`config.mk`:
```
export PLATFORM = sky130hd
export DESIGN_NAME = ex_mem_pipe
export DESIGN_NICKNAME = d
export VERILOG_FILES = /design/src/rtl/pipeline_pkg.sv /design/src/rtl/sat_counter.sv /design/src/rtl/ex_mem_pipe.sv
export SDC_FILE = /design/constraint.sdc
export NUM_CORES = 1
export LEC_CHECK = 0
export ABC_AREA = 0
export BUFFER_PORTS_ARGS = -buffer_cell sky130_fd_sc_hd__buf_2
export CORE_AREA = 5 5 246 248
export DETAILED_ROUTE_END_ITERATION = 12
export DIE_AREA = 0 0 251 253
export GPL_TIMING_DRIVEN = 0
export PLACE_DENSITY = 0.48
export SYNTH_ARGS = -nofsm -noshare
export SYNTH_HDL_FRONTEND = slang
export SYNTH_HIERARCHICAL = 1
export SYNTH_SLANG_ARGS = --single-unit
export TNS_END_PERCENT = 1
```
`constraint.sdc`:
```
create_clock -name clk -period 2.01 [get_ports clk]
set_input_delay 0.603 -clock clk [delete_from_list [all_inputs] [get_ports clk]]
set_output_delay 0.603 -clock clk [all_outputs]
set_load 0.05 [all_outputs]
```
`src/rtl/pipeline_pkg.sv`:
```
// Shared definitions for the five-stage core: NOP opcode, stall-vector stage
// indices and the default-width EX/MEM bundle.
package pipeline_pkg;

    localparam logic [7:0] EXE_NOP_OP = 8'h00;

    // Bit positions inside the stall controller's vector.
    localparam int STAGE_PC  = 0;
    localparam int STAGE_IF  = 1;
    localparam int STAGE_ID  = 2;
    localparam int STAGE_EX  = 3;
    localparam int STAGE_MEM = 4;
    localparam int STAGE_WB  = 5;

    localparam int PKG_DATA_W = 32;
    localparam int PKG_EXC_W  = 32;

    typedef struct packed {
        logic                  valid;
        logic [4:0]            wd;
        logic                  wreg;
        logic [PKG_DATA_W-1:0] wdata;
        logic [PKG_DATA_W-1:0] hi;
        logic [PKG_DATA_W-1:0] lo;
        logic                  sg_hilo;
        logic [7:0]            code;
        logic [PKG_DATA_W-1:0] mem_addr;
        logic [PKG_DATA_W-1:0] reg2;
        logic [PKG_DATA_W-1:0] pc;
        logic [PKG_EXC_W-1:0]  exc;
        logic                  dslot;
    } ex_mem_bundle_t;

endpackage

```
`src/rtl/sat_counter.sv`:
```
// Up-counter that sticks at its all-ones value instead of wrapping.
module sat_counter #(
    parameter int W = 16
) (
    input  logic         clk,
    input  logic         rst_n,
    input  logic         en,
    output logic [W-1:0] count
);

    logic [W-1:0] count_q;
    logic [W-1:0] count_d;

    always_comb begin
        count_d = count_q;
        if (en && (count_q != {W{1'b1}})) begin
            count_d = count_q + 1'b1;
        end
    end

    always_ff @(posedge clk or negedge rst_n) begin
        if (!rst_n) begin
            count_q <= '0;
        end else begin
            count_q <= count_d;
        end
    end

    assign count = count_q;

endmodule

```
`src/rtl/ex_mem_pipe.sv`:
```
// EX->MEM pipeline register: advance/bubble/hold under the stall vector,
// synchronous flush, multi-cycle scratch feedback and a stall-cycle counter.
module ex_mem_pipe
    import pipeline_pkg::*;
#(
    parameter int DATA_W  = 32,
    parameter int CNT_W   = 2,
    parameter int STALL_W = 6,
    parameter int STAGE   = STAGE_EX,
    parameter int EXC_W   = 32,
    parameter int PERF_W  = 16
) (
    input  logic                clk,
    input  logic                rst,
    input  logic [STALL_W-1:0]  sg_stall,
    input  logic                flush,
    input  logic                ex_valid,
    input  logic [4:0]          ex_wd,
    input  logic                ex_wreg,
    input  logic [DATA_W-1:0]   ex_wdata,
    input  logic [DATA_W-1:0]   ex_hi,
    input  logic [DATA_W-1:0]   ex_lo,
    input  logic                ex_sg_hilo,
    input  logic [7:0]          ex_code,
    input  logic [DATA_W-1:0]   ex_mem_addr,
    input  logic [DATA_W-1:0]   ex_reg2,
    input  logic [DATA_W-1:0]   ex_pc,
    input  logic [EXC_W-1:0]    ex_exc,
    input  logic                ex_dslot,
    input  logic [2*DATA_W-1:0] in_hilo,
    input  logic [CNT_W-1:0]    in_count,
    output logic                mem_valid,
    output logic [4:0]          mem_wd,
    output logic                mem_wreg,
    output logic [DATA_W-1:0]   mem_wdata,
    output logic [DATA_W-1:0]   mem_hi,
    output logic [DATA_W-1:0]   mem_lo,
    output logic                mem_sg_hilo,
    output logic [7:0]          mem_code,
    output logic [DATA_W-1:0]   mem_mem_addr,
    output logic [DATA_W-1:0]   mem_reg2,
    output logic [DATA_W-1:0]   mem_pc,
    output logic [EXC_W-1:0]    mem_exc,
    output logic                mem_dslot,
    output logic [2*DATA_W-1:0] out_hilo,
    output logic [CNT_W-1:0]    out_count,
    output logic [PERF_W-1:0]   stall_cycles
);

    typedef struct packed {
        logic              valid;
        logic [4:0]        wd;
        logic              wreg;
        logic [DATA_W-1:0] wdata;
        logic [DATA_W-1:0] hi;
        logic [DATA_W-1:0] lo;
        logic              sg_hilo;
        logic [7:0]        code;
        logic [DATA_W-1:0] mem_addr;
        logic [DATA_W-1:0] reg2;
        logic [DATA_W-1:0] pc;
        logic [EXC_W-1:0]  exc;
        logic              dslot;
    } bundle_t;

    function automatic bundle_t bubble_payload();
        bundle_t b;
        b      = '0;
        b.code = EXE_NOP_OP;
        return b;
    endfunction

    bundle_t               pay_q, pay_d;
    logic [2*DATA_W-1:0]   hilo_q, hilo_d;
    logic [CNT_W-1:0]      cnt_q, cnt_d;

    logic stall_in, stall_out;
    logic unused_stall_bits;

    assign stall_in          = sg_stall[STAGE];
    assign stall_out         = sg_stall[STAGE+1];
    assign unused_stall_bits = ^sg_stall;

    always_comb begin
        pay_d  = pay_q;
        hilo_d = '0;
        cnt_d  = '0;
        if (flush) begin
            pay_d = bubble_payload();
        end else if (!stall_in) begin
            pay_d.valid    = ex_valid;
            pay_d.wd       = ex_wd;
            pay_d.wreg     = ex_wreg;
            pay_d.wdata    = ex_wdata;
            pay_d.hi       = ex_hi;
            pay_d.lo       = ex_lo;
            pay_d.sg_hilo  = ex_sg_hilo;
            pay_d.code     = ex_code;
            pay_d.mem_addr = ex_mem_addr;
            pay_d.reg2     = ex_reg2;
            pay_d.pc       = ex_pc;
            pay_d.exc      = ex_exc;
            pay_d.dslot    = ex_dslot;
            // An empty slot must never commit a write or raise an exception.
            if (!ex_valid) begin
                pay_d.wreg    = 1'b0;
                pay_d.sg_hilo = 1'b0;
                pay_d.exc     = '0;
            end
        end else begin
            // EX is stalled: keep its multi-cycle scratch alive.
            hilo_d = in_hilo;
            cnt_d  = in_count;
            if (!stall_out) begin
                pay_d = bubble_payload();
            end
        end
    end

    always_ff @(posedge clk or negedge rst) begin
        if (!rst) begin
            pay_q  <= bubble_payload();
            hilo_q <= '0;
            cnt_q  <= '0;
        end else begin
            pay_q  <= pay_d;
            hilo_q <= hilo_d;
            cnt_q  <= cnt_d;
        end
    end

    sat_counter #(.W(PERF_W)) u_stall_cnt (
        .clk   (clk),
        .rst_n (rst),
        .en    (stall_in),
        .count (stall_cycles)
    );

    assign mem_valid    = pay_q.valid;
    assign mem_wd       = pay_q.wd;
    assign mem_wreg     = pay_q.wreg;
    assign mem_wdata    = pay_q.wdata;
    assign mem_hi       = pay_q.hi;
    assign mem_lo       = pay_q.lo;
    assign mem_sg_hilo  = pay_q.sg_hilo;
    assign mem_code     = pay_q.code;
    assign mem_mem_addr = pay_q.mem_addr;
    assign mem_reg2     = pay_q.reg2;
    assign mem_pc       = pay_q.pc;
    assign mem_exc      = pay_q.exc;
    assign mem_dslot    = pay_q.dslot;
    assign out_hilo     = hilo_q;
    assign out_count    = cnt_q;

endmodule

```
# --- Word level (Yosys, flattened, before mapping) ---
# Index checks and enable logic that the tools add are counted.
totals:
  regBits: 323
  latch_bits: 0
  ramBits: 0
  rom_bits: 0
  out_inout_bits: 323
  wordCells: 30
  mem_count: 0
op_classes:
  add_sub_neg: 1
  n_mul: 0
  div_mod_pow: 0
  order_cmp: 0
  n_eq_ne: 2
  shift: 0
  mux: 10
  bitwise_logic: 0
  n_reduce_logical: 1
ops:
  columns: ["op", "count"]
  rows:
  - ["$mux 241", 3]
  - ["$mux 64", 2]
  - ["$mux 32", 1]
  - ["$add 16x1->16 const B", 1]
  - ["$ne 16x16->1 const B", 1]
  - ["$mux 2", 2]
  - ["$ne 3x2->1 const B", 1]
  - ["$mux 1", 2]
  - ["$logic_and 1x1->1", 1]

# --- Depth between registers and ports, before layout ---
# Gate-level depths: netlist (run 1).
logic_depth:
  depth_word: 3
  depth_mapped: 6

# --- Cells and area by module ---
# The synthesis (run 1) kept the hierarchy.
by_module_without_submodules:
  columns: ["module", "instances", "cells_per_inst", "area_each_um2", "seq_area_each_um2"]
  rows:
  - ["ex_mem_pipe", 1, 1216, 12692.2, 7682.4]
  - ["sat_counter", 1, 77, 884.6, 400.4]

# --- Least setup slack after synthesis (run 1) ---
# No wires, ideal clock.
synth_path:
  kind: "reg2reg"
  from: "register u_stall_cnt.count_q[0], in the netlist u_stall_cnt/count[0]"
  to: "register u_stall_cnt.count_q[14], in the netlist u_stall_cnt/count[14]"
  setup_ns: 0.144
  arrival_ns: 1.781
  t_required_ns: 1.866
  slack_ns: 0.085
  path_stages_with_launch: 6
  period_less_slack_ns: 1.925
  path_cell_list: "dfrtp_1 ha_1 nand2_1 nor4_2 nand4_1 xnor2_1"
synth_between:
  elab_chain_len: 2
synth_lines:
  columns: ["item", "line", "text"]
  rows:
  - ["from (decl)", "sat_counter.sv:11", "logic [W-1:0] count_q;"]
  - ["from (signal assigned)", "sat_counter.sv:25", "count_q <= count_d;"]
  - ["branches (longest 2 deep; another with $add 16x1->16)", null, null]
# Parallel ways; which one is timed is not known.
# A chain may end at the register's enable or synchronous reset.

# --- Worst setup path after layout (run 1) ---
layout_path:
  from: "register u_stall_cnt.count_q[3], in the netlist u_stall_cnt/count[3]"
  to: "output stall_cycles[3]"
layout_lines:
  columns: ["item", "line", "text"]
  rows:
  - ["to (decl)", "ex_mem_pipe.sv:47", "output logic [PERF_W-1:0] stall_cycles"]
# No word-level cell between the ends.

==> metrics.cfg, run 1 <==
[run_status]
run_status=finished clean

[drt]
ant_nets=0
drc=0
wl_per_cell_um=19.6
drt_wl_total_um=54400
drtIter0Drc=690
dr.pass1.iters=5
via_per_inst=4.47
vias=12400

[floorplan]
start_util=0.233
die_h_um=253
core_um2=58200
ioPinCount=639
rows=89
die_w_um=251
die_area_um2=63500

[synthesis]
syn_inst=1293
synth_ff_type=dfrtp_1
ys_async_sr_fraction=1.00
yosysWarningCount=6
ys_types=35
syn-cell-area_um2=13600
synth-seq-area-share=0.595
syn_nets=1610
avgSynthCellArea_um2=10.5
synth-edff-count=0
ys_ff_latch=323

[cells_and_area]
nNetsFinal=2288
final_cell_mix=660 x buf_2, 323 x dfrtp_1, 246 x nand3_1
stdcell_area_um2=19200
drive_above_1_share=0.385
syn_to_final_growth_pct=41.2
final_common_cell=buf_2

[critical_path]
crit_start=u_stall_cnt/count[3]
cp_max_fo=7
worstReg2RegStart=u_stall_cnt/count[0]
path_buf_inv=1
r2r_cells=5
path_cells=clkbuf_4
crit_family=flip-flops
crit_cells=1
cp_slowest_cell=dfrtp_1
worstPathArrival_ns=1.36
startpoint_type=register
worst-setup-path-type=register to output pin
crit_path_end_kind=output pin
r2r_end=u_stall_cnt/count[10]
reg2reg_slack_ns=0.15
slowest_delay_ns=0.51
critPathRequiredTime_ns=1.41

[clock_tree]
clkTransAtPathRegs_ns=0.06
max-clock-path-buffers=3
htreeDepth=2
cts_tree=done
cts_root_buf=clkbuf_16
numCtsBuffers=40
postCtsSetupBuffers=0
clk_latency_ns=0.55
cts.sinks=323

[timing]
fin_crit_ns=1.96
worst_pin_slew_ns=0.794
finalCritPeriodShare=0.978
grt_setup_unrepaired=yes
fmax_ghz=0.509
slew_viol_final=0
setup_viol=0
slew_headroom=0.471
finClkSkew_ns=0.00949
hold_viol_final=0

[hold_path]
min_path_type=primary input to register
min_from=in_hilo[15]
min_to=out_hilo[15]
whs_path_depth=2

[power_and_ir_drop]
finalPower_uw=17300
ir_drop_mv=0.531
power.density_nw_per_um2=905
power_leakage_uw=0.00957

[run]
drv_cap=0

[grt]
grt_usage=0.161
grt.overflow.total=0
grt_pass1_vias=12900
grt_max_degree=105
antenna_found_initial=16
grt_pass1_wl_um=80200

[place]
dp_hpwl_um=42000
io_buffer_count=631
placed_cell_area_um2=17800
gp_congestion=0.862

metrics by stage:
stage               hold WS [ns]  setup TNS, ns  worst slack, ns  cells  utilization
floorplan                  0.307              0           0.0850   1293            -
global placement           0.526       -1999.98            -6.22   2697        0.304
detailed placement         0.526         -17.15           -0.255   2700        0.306
CTS                        0.221              0          0.00290   2771        0.328
global route               0.236       -0.00692         -0.00692   2780        0.329
finish                     0.259              0           0.0452   2783        0.329
worst max-delay path by stage:
stage	endpoint	slack, ns
2_1_floorplan	u_stall_cnt/count[14]	0.09
3_3_place_gp	mem_mem_addr[16]	-6.22
3_5_place_dp	mem_lo[9]	-0.25
4_1_cts	stall_cycles[9]	0.003
5_1_grt	stall_cycles[3]	-0.007
6_report	stall_cycles[3]	0.05
final cells by class:
class | count | area, um^2
clock buffer | 58 | 1170
buffer | 120 | 629
multi-input combinational | 850 | 4860
clock inverter | 12 | 120
fill | 6175 | 39100
tap | 773 | 967
sequential | 323 | 8080
antenna | 11 | 27.5
timing repair buffer | 636 | 3300
sequential cells by signal, indices dropped and copies added, names as in the netlist:
signal	count
mem_wdata	32
out_hilo	64
mem_code	8
mem_sg_hilo	1
mem_valid	1
mem_wreg	1
out_count	2
mem_reg2	32
mem_mem_addr	32
mem_pc	32
mem_wd	5
mem_dslot	1
mem_hi	32
mem_exc	32
mem_lo	32
u_stall_cnt/count	16
per-layer routing:
layer | global-route usage | vias to the layer above | wire [um]
met2 | 0.270 | 460 | 26500
met4 | 0.0529 | 6 | 1720
met5 | 0 | - | 34
li1 | - | 5793 | -
met3 | 0.0559 | 92 | 4390
met1 | 0.195 | 6079 | 21800
cells by family (layout without fill, tap and decap cells):
| kind of cell | Yosys count | in the layout | synth area share |
|---|---|---|---|
| AO/OA/AOI/OAI | 254 | 254 | 0.0964 |
| XOR/XNOR | 7 | 7 | 0.00452 |
| adder cells (fa/ha/maj) | 1 | 1 | 0.000921 |
| buffers and inverters | 120 | 826 | 0.0464 |
| flip-flops | 323 | 323 | 0.595 |
| multiplexers | 2 | 2 | 0.00221 |
| other | 0 | 11 | 0 |
| AND/OR/NAND/NOR | 586 | 586 | 0.254 |
cells in the mapped netlist (2+ instances only):
master | n | area share
nand3_4 | 2 | 0.0026
a41oi_1 | 2 | 0.0013
nand3_2 | 2 | 0.0015
nand2b_1 | 208 | 0.096
buf_4 | 6 | 0.0033
nand2_1 | 3 | 0.00083
clkbuf_1 | 52 | 0.014
and4_1 | 2 | 0.0013
clkbuf_2 | 4 | 0.0015
nand3b_1 | 34 | 0.019
nor2_1 | 6 | 0.0017
and3_1 | 2 | 0.00092
dfrtp_1 | 323 | 0.60
nand4_1 | 9 | 0.0041
o21a_1 | 3 | 0.0017
and2_1 | 66 | 0.030
buf_2 | 37 | 0.014
a21oi_1 | 244 | 0.090
nand3_1 | 246 | 0.091
buf_6 | 14 | 0.012
buf_1 | 7 | 0.0019
xnor2_1 | 5 | 0.0032
mux2_4 | 2 | 0.0022
a31oi_1 | 2 | 0.00092
xor2_1 | 2 | 0.0013
timing repair:
item	in CTS	in global routing
endpoints found under the setup margin	3	101
hold buffers	1	0
hold endpoints to repair	40	0
resized for setup	3	4
gates cloned	0	1
report_power, final:
part | leakage, uW | switching, uW | internal [uW]
sequential | 0.00434 | 263 | 6830
clock | 0.000637 | 2840 | 4290
combinational | 0.00459 | 2250 | 879
total | 0.00957 | 5350 | 12000
(Power assumes the default switching activity.)
==> run 2, diff against run 1 <==
--- a/config.mk
+++ b/config.mk
@@ -5,13 +5,13 @@
 export SDC_FILE = /design/constraint.sdc
 export NUM_CORES = 1
 export LEC_CHECK = 0
-export ABC_AREA = 0
+export ABC_AREA = 1
 export BUFFER_PORTS_ARGS = -buffer_cell sky130_fd_sc_hd__buf_2
-export CORE_AREA = 5 5 246 248
+export CORE_AREA = 5 5 242 244
 export DETAILED_ROUTE_END_ITERATION = 12
-export DIE_AREA = 0 0 251 253
+export DIE_AREA = 0 0 247 249
 export GPL_TIMING_DRIVEN = 0
-export PLACE_DENSITY = 0.48
+export PLACE_DENSITY = 0.49
 export SYNTH_ARGS = -nofsm -noshare
 export SYNTH_HDL_FRONTEND = slang
 export SYNTH_HIERARCHICAL = 1
==> metrics.cfg, run 2 <==
[timing]
slew_headroom=0.491
finalCritPeriodShare=0.954
grt_setup_unrepaired=no
setup_viol=0
finClkSkew_ns=0.00661
fin_crit_ns=1.92
slew_viol_final=0
hold_viol_final=0
worst_pin_slew_ns=0.764
whs_ns=0.255
fin_tns_setup_ns=0
fmax_ghz=0.521

[clock_tree]
cts_tree=done
htreeDepth=2
cts.sinks=323
max-clock-path-buffers=3
numCtsBuffers=40
clkTransAtPathRegs_ns=0.06
postCtsSetupBuffers=0
clk_latency_ns=0.55
cts_root_buf=clkbuf_16

[floorplan]
rows=87
core_um2=56100
die_h_um=249
die_w_um=247
start_util=0.235
die_area_um2=61500
ioPinCount=639

[drt]
drt_wl_total_um=55400
drc=0
dr.pass1.iters=6
drtIter0Drc=621
ant_nets=0
wl_per_cell_um=19.0
vias=13000
via_per_inst=4.47

[critical_path]
startpoint_type=register
cp_max_fo=5
crit_path_end_kind=output pin
path_cells=buf_2
critPathRequiredTime_ns=1.41
crit_start=u_stall_cnt/count[6]
worstPathArrival_ns=1.32
worstReg2RegStart=u_stall_cnt/count[0]
crit_family=flip-flops
path_buf_inv=1
slowest_delay_ns=0.45
worst-setup-path-type=register to output pin
cp_slowest_cell=dfrtp_1

[grt]
grt_pass1_vias=13700
grt_max_degree=117
grt.overflow.total=0
antenna_found_initial=14
grt_usage=0.172
grt_pass1_wl_um=82900

[power_and_ir_drop]
power_leakage_uw=0.0109
power.share.switching=0.308
intPower_uw=12100
power_frac_clock=0.427
finalPower_uw=17400
pwr-share-seq=0.403
pwr-share-comb=0.170
power.density_nw_per_um2=928
power_switching_uw=5360
ir_drop_mv=0.609

[place]
gp_congestion=0.884
placed_cell_area_um2=17400
io_buffer_count=631
dp_hpwl_um=42900

[synthesis]
ys_async_sr_fraction=1.00
avgSynthCellArea_um2=9.18
synth-edff-count=0
synth_top_area_share=0.613
syn_nets=1753
ys_ff_latch=323
ys_types=26
syn-cell-area_um2=13200
synth_ff_type=dfrtp_1
synth-seq-area-share=0.613
synth_top_cell_by_area=dfrtp_1
synthTopCellsByCount=577 x nand2_1, 323 x dfrtp_1, 250 x nand4_1, 81 x buf_2, 77 x nor2_1
yosysWarningCount=6
yosys.cell_count.top_type=nand2_1
ys_top_cells_by_area=dfrtp_1 61%, nand2_1 16%, nand4_1 12%
syn_inst=1436

[cells_and_area]
final_common_cell=buf_2
final_cell_mix=710 x buf_2, 577 x nand2_1, 323 x dfrtp_1
stdcell_area_um2=18800
nNetsFinal=2430
syn_to_final_growth_pct=42.5
drive_above_1_share=0.377
largest_reg_flops=64

[run_status]
run_status=finished clean

[hold_path]
min_path_type=primary input to register
min_from=ex_lo[14]

[run]
drv_cap=0

==> run 2: logic make-up after synthesis <==
kind of cell,count (synthesis),synth area share
XOR/XNOR,4,0.00266
AND/OR/NAND/NOR,959,0.330
flip-flops,323,0.613
buffers and inverters,145,0.0513
adder cells (fa/ha/maj),1,0.000949
AO/OA/AOI/OAI,4,0.00209
==> run 2: power by group through the flow <==
stage / Combinational, uW / Clock, uW / Sequential [uW]
3_3_place_gp: 2960 / 0 / 7130
4_1_cts: 3010 / 7710 / 7030
3_5_place_dp: 3000 / 0 / 7140
5_1_grt: 3180 / 7920 / 7060
6_report: 2970 / 7440 / 7030
2_1_floorplan: 674 / 0 / 8230
==> run 2: path summary, 6_finish.rpt <==
kind	endpoint	slack [ns]	depth (start not counted)
worst max-delay path	stall_cycles[6]	0.09	1
worst min-delay path	mem_lo[14]	0.26	3
worst max register to register	u_stall_cnt/count[3]	0.32	8
worst min register to register	mem_pc[6]	0.52	2
max in group asynchronous	mem_reg2[13]	0.23	4
min in group asynchronous	mem_exc[4]	0.58	2
==> run 2: cell type report <==
type                       instances  area [um^2]
sequential                       323         8080
timing repair buffer             635         3260
fill                            5977        37300
inverter                          20         76.3
multi-input combinational        968         4420
clock buffer                      61         1240
tap                              756          946
clock inverter                    13          135
antenna                            8         20.0
buffer                           125          601
==> run 2: through the flow <==
stage           util  setup WS [ns]  std cells
6_report       0.335         0.0918       2909
5_1_grt        0.335        0.00372       2905
3_5_place_dp   0.310         -0.304       2826
4_1_cts        0.335         0.0252       2901
2_1_floorplan      -          0.301       1436
3_3_place_gp   0.308          -6.15       2823
==> run 2: timing repair <==
action                     4_1_cts  5_1_grt
hold buffers                     1        0
setup endpoints to repair        1        0
gates resized for setup          1        0
hold endpoints to repair        51        0
==> run 2: routing by layer <==
| layer | share of wire | wire, um | GRT usage | vias up |
|---|---|---|---|---|
| met4 | 0.023 | 1270 | 0.0465 | 12 |
| met2 | 0.49 | 27400 | 0.299 | 458 |
| met3 | 0.078 | 4300 | 0.0520 | 89 |
| met5 | 0.0015 | 82 | 0 | - |
| met1 | 0.40 | 22300 | 0.207 | 6291 |
| li1 | - | - | - | 6167 |
==> run 3, diff against run 2 <==
--- a/config.mk
+++ b/config.mk
@@ -6,12 +6,12 @@
 export NUM_CORES = 1
 export LEC_CHECK = 0
 export ABC_AREA = 1
-export BUFFER_PORTS_ARGS = -buffer_cell sky130_fd_sc_hd__buf_2
-export CORE_AREA = 5 5 242 244
+export BUFFER_PORTS_ARGS = -buffer_cell sky130_fd_sc_hd__clkbuf_2
+export CORE_AREA = 2 2 247 249
 export DETAILED_ROUTE_END_ITERATION = 12
-export DIE_AREA = 0 0 247 249
+export DIE_AREA = 0 0 249 251
 export GPL_TIMING_DRIVEN = 0
-export PLACE_DENSITY = 0.49
+export PLACE_DENSITY = 0.46
 export SYNTH_ARGS = -nofsm -noshare
 export SYNTH_HDL_FRONTEND = slang
 export SYNTH_HIERARCHICAL = 1
==> metrics.cfg, run 3 (synthesized netlist as in run 2, its figures left out) <==
[run_status]
run_status=finished clean

[timing]
worst_pin_slew_ns=0.831
grt_setup_unrepaired=no
slew_viol_final=0
finClkSkew_ns=0.00469
final.setup.worst_slack_ns=0.0861
fin_crit_ns=1.92
finalCritPeriodShare=0.957
setup_viol=0
slew_headroom=0.446
whs_ns=0.0212
hold_viol_final=0
fin_tns_setup_ns=0
fmax_ghz=0.520

[critical_path]
cp_max_fo=5
crit_path_end_kind=output pin
r2r_end=u_stall_cnt/count[3]
crit_start=u_stall_cnt/count[5]
worstPathArrival_ns=1.32
startpoint_type=register
r2r_cells=8
crit_family=flip-flops
path_cells=buf_2
cp_slowest_cell=dfrtp_1
worst-setup-path-type=register to output pin
critPathRequiredTime_ns=1.41
slowest_delay_ns=0.45
path_buf_inv=1
worstReg2RegStart=u_stall_cnt/count[0]
reg2reg_slack_ns=0.35

[clock_tree]
numCtsBuffers=40
cts.sinks=323
max-clock-path-buffers=3
htreeDepth=2
clk_latency_ns=0.55
cts_root_buf=clkbuf_16
clkTransAtPathRegs_ns=0.06
cts_tree=done
postCtsSetupBuffers=0
cts_hold_buffers=0

[power_and_ir_drop]
pwr-share-seq=0.405
finalPower_uw=17400
power_switching_uw=5400
power.share.switching=0.311
ir_drop_mv=0.423
power_frac_clock=0.426
intPower_uw=12000
power.density_nw_per_um2=927
pwr-share-comb=0.170
power_leakage_uw=0.0108

[drt]
drt_wl_total_um=54900
drc=0
ant_nets=0
via_per_inst=4.43
vias=13000
wl_per_cell_um=18.8
drtIter0Drc=675
dr.pass1.iters=7

[cells_and_area]
largest_reg_flops=64
final_common_cell=clkbuf_2
drive_above_1_share=0.375
antenna_cells=0
syn_to_final_growth_pct=42.2
fin_cells=2924
num-fill-cells=6419
final_cell_mix=624 x clkbuf_2, 577 x nand2_1, 322 x dfrtp_1
nNetsFinal=2429

[hold_path]
min_path_type=primary input to async pin

[grt]
busiest_layer=met2
grt_util_met3=0.0581
grt.overflow.total=0
grt_pass1_wl_um=82600
antenna_found_initial=4
grt_max_degree=106
grt_usage=0.172
grt_util_met2=0.292
use_met1=0.205
grt_pass1_vias=13200

[floorplan]
die_w_um=249
ioPinCount=639
die_area_um2=62500
core_um2=59800
rows=90
start_util=0.220
die_h_um=251

[place]
dp_hpwl_um=42100
dp.cells=2852
gp_congestion=0.885
dp_slack_ns=-0.295
io_buffer_count=631

[run]
drv_cap=0

run 3: cell count changes in the layout (fill, tap and decap cells not counted), sizes merged:
| cell | change |
|---|---|
| clkbuf | +624 |
| bufinv | +2 |
| clkinv | +2 |
| diode | -8 |
| dlygate4sd3 | -1 |
| inv | -2 |
| buf | -628 |
run 3: metal layers:
layer	vias to the layer above	part of all wire	routed length, um
li1	6163	-	-
met2	463	0.49	27100
met1	6227	0.40	21800
met5	-	0.00078	43
met3	107	0.080	4380
met4	6	0.029	1610
run 3: repair_timing:
action | 4_1_cts | 5_1_grt
endpoints found under the hold margin | 0 | 0
setup endpoints to repair | 3 | 3
resized for setup | 4 | 3
run 3: per-stage QoR:
step,area (um^2),utilization
final,18700,0.314
after global routing,18700,0.314
after CTS,18700,0.314
after detailed placement,17400,0.291
after global placement,17300,0.290
after floorplan,13200,-
run 3: layout make-up:
| type | count | area [um^2] | share of cell area |
|---|---|---|---|
| Buffer | 125 | 601 | 0.0320 |
| Clock buffer | 57 | 1140 | 0.0606 |
| Clock inverter | 15 | 191 | 0.0102 |
| Inverter | 20 | 76.3 | 0.00407 |
| Multi-Input combinational cell | 968 | 4420 | 0.236 |
| Sequential cell | 323 | 8080 | 0.431 |
| Tap cell | 782 | 978 | 0.0522 |
| Timing Repair Buffer | 634 | 3260 | 0.174 |
run 3: how the worst max path moves through the flow:
| stage | endpoint | slack (ns) | cells past startpoint |
|---|---|---|---|
| 2_1_floorplan | u_stall_cnt/count[14] | 0.30 | 8 |
| 3_3_place_gp | mem_mem_addr[18] | -7.17 | 1 |
| 3_5_place_dp | mem_pc[23] | -0.30 | 6 |
| 4_1_cts | stall_cycles[5] | 0.002 | 1 |
| 5_1_grt | stall_cycles[5] | 0.004 | 1 |
| 6_report | stall_cycles[5] | 0.09 | 1 |
run 3: power groups by stage:
stage                     sequential, uW  combinational (uW)  clock (uW)
after floorplan                     8230                 674           0
after global placement              7150                2950           0
after detailed placement            7150                2990           0
after CTS                           7030                3000        7630
after global routing                7070                3170        7900
final                               7030                2950        7400
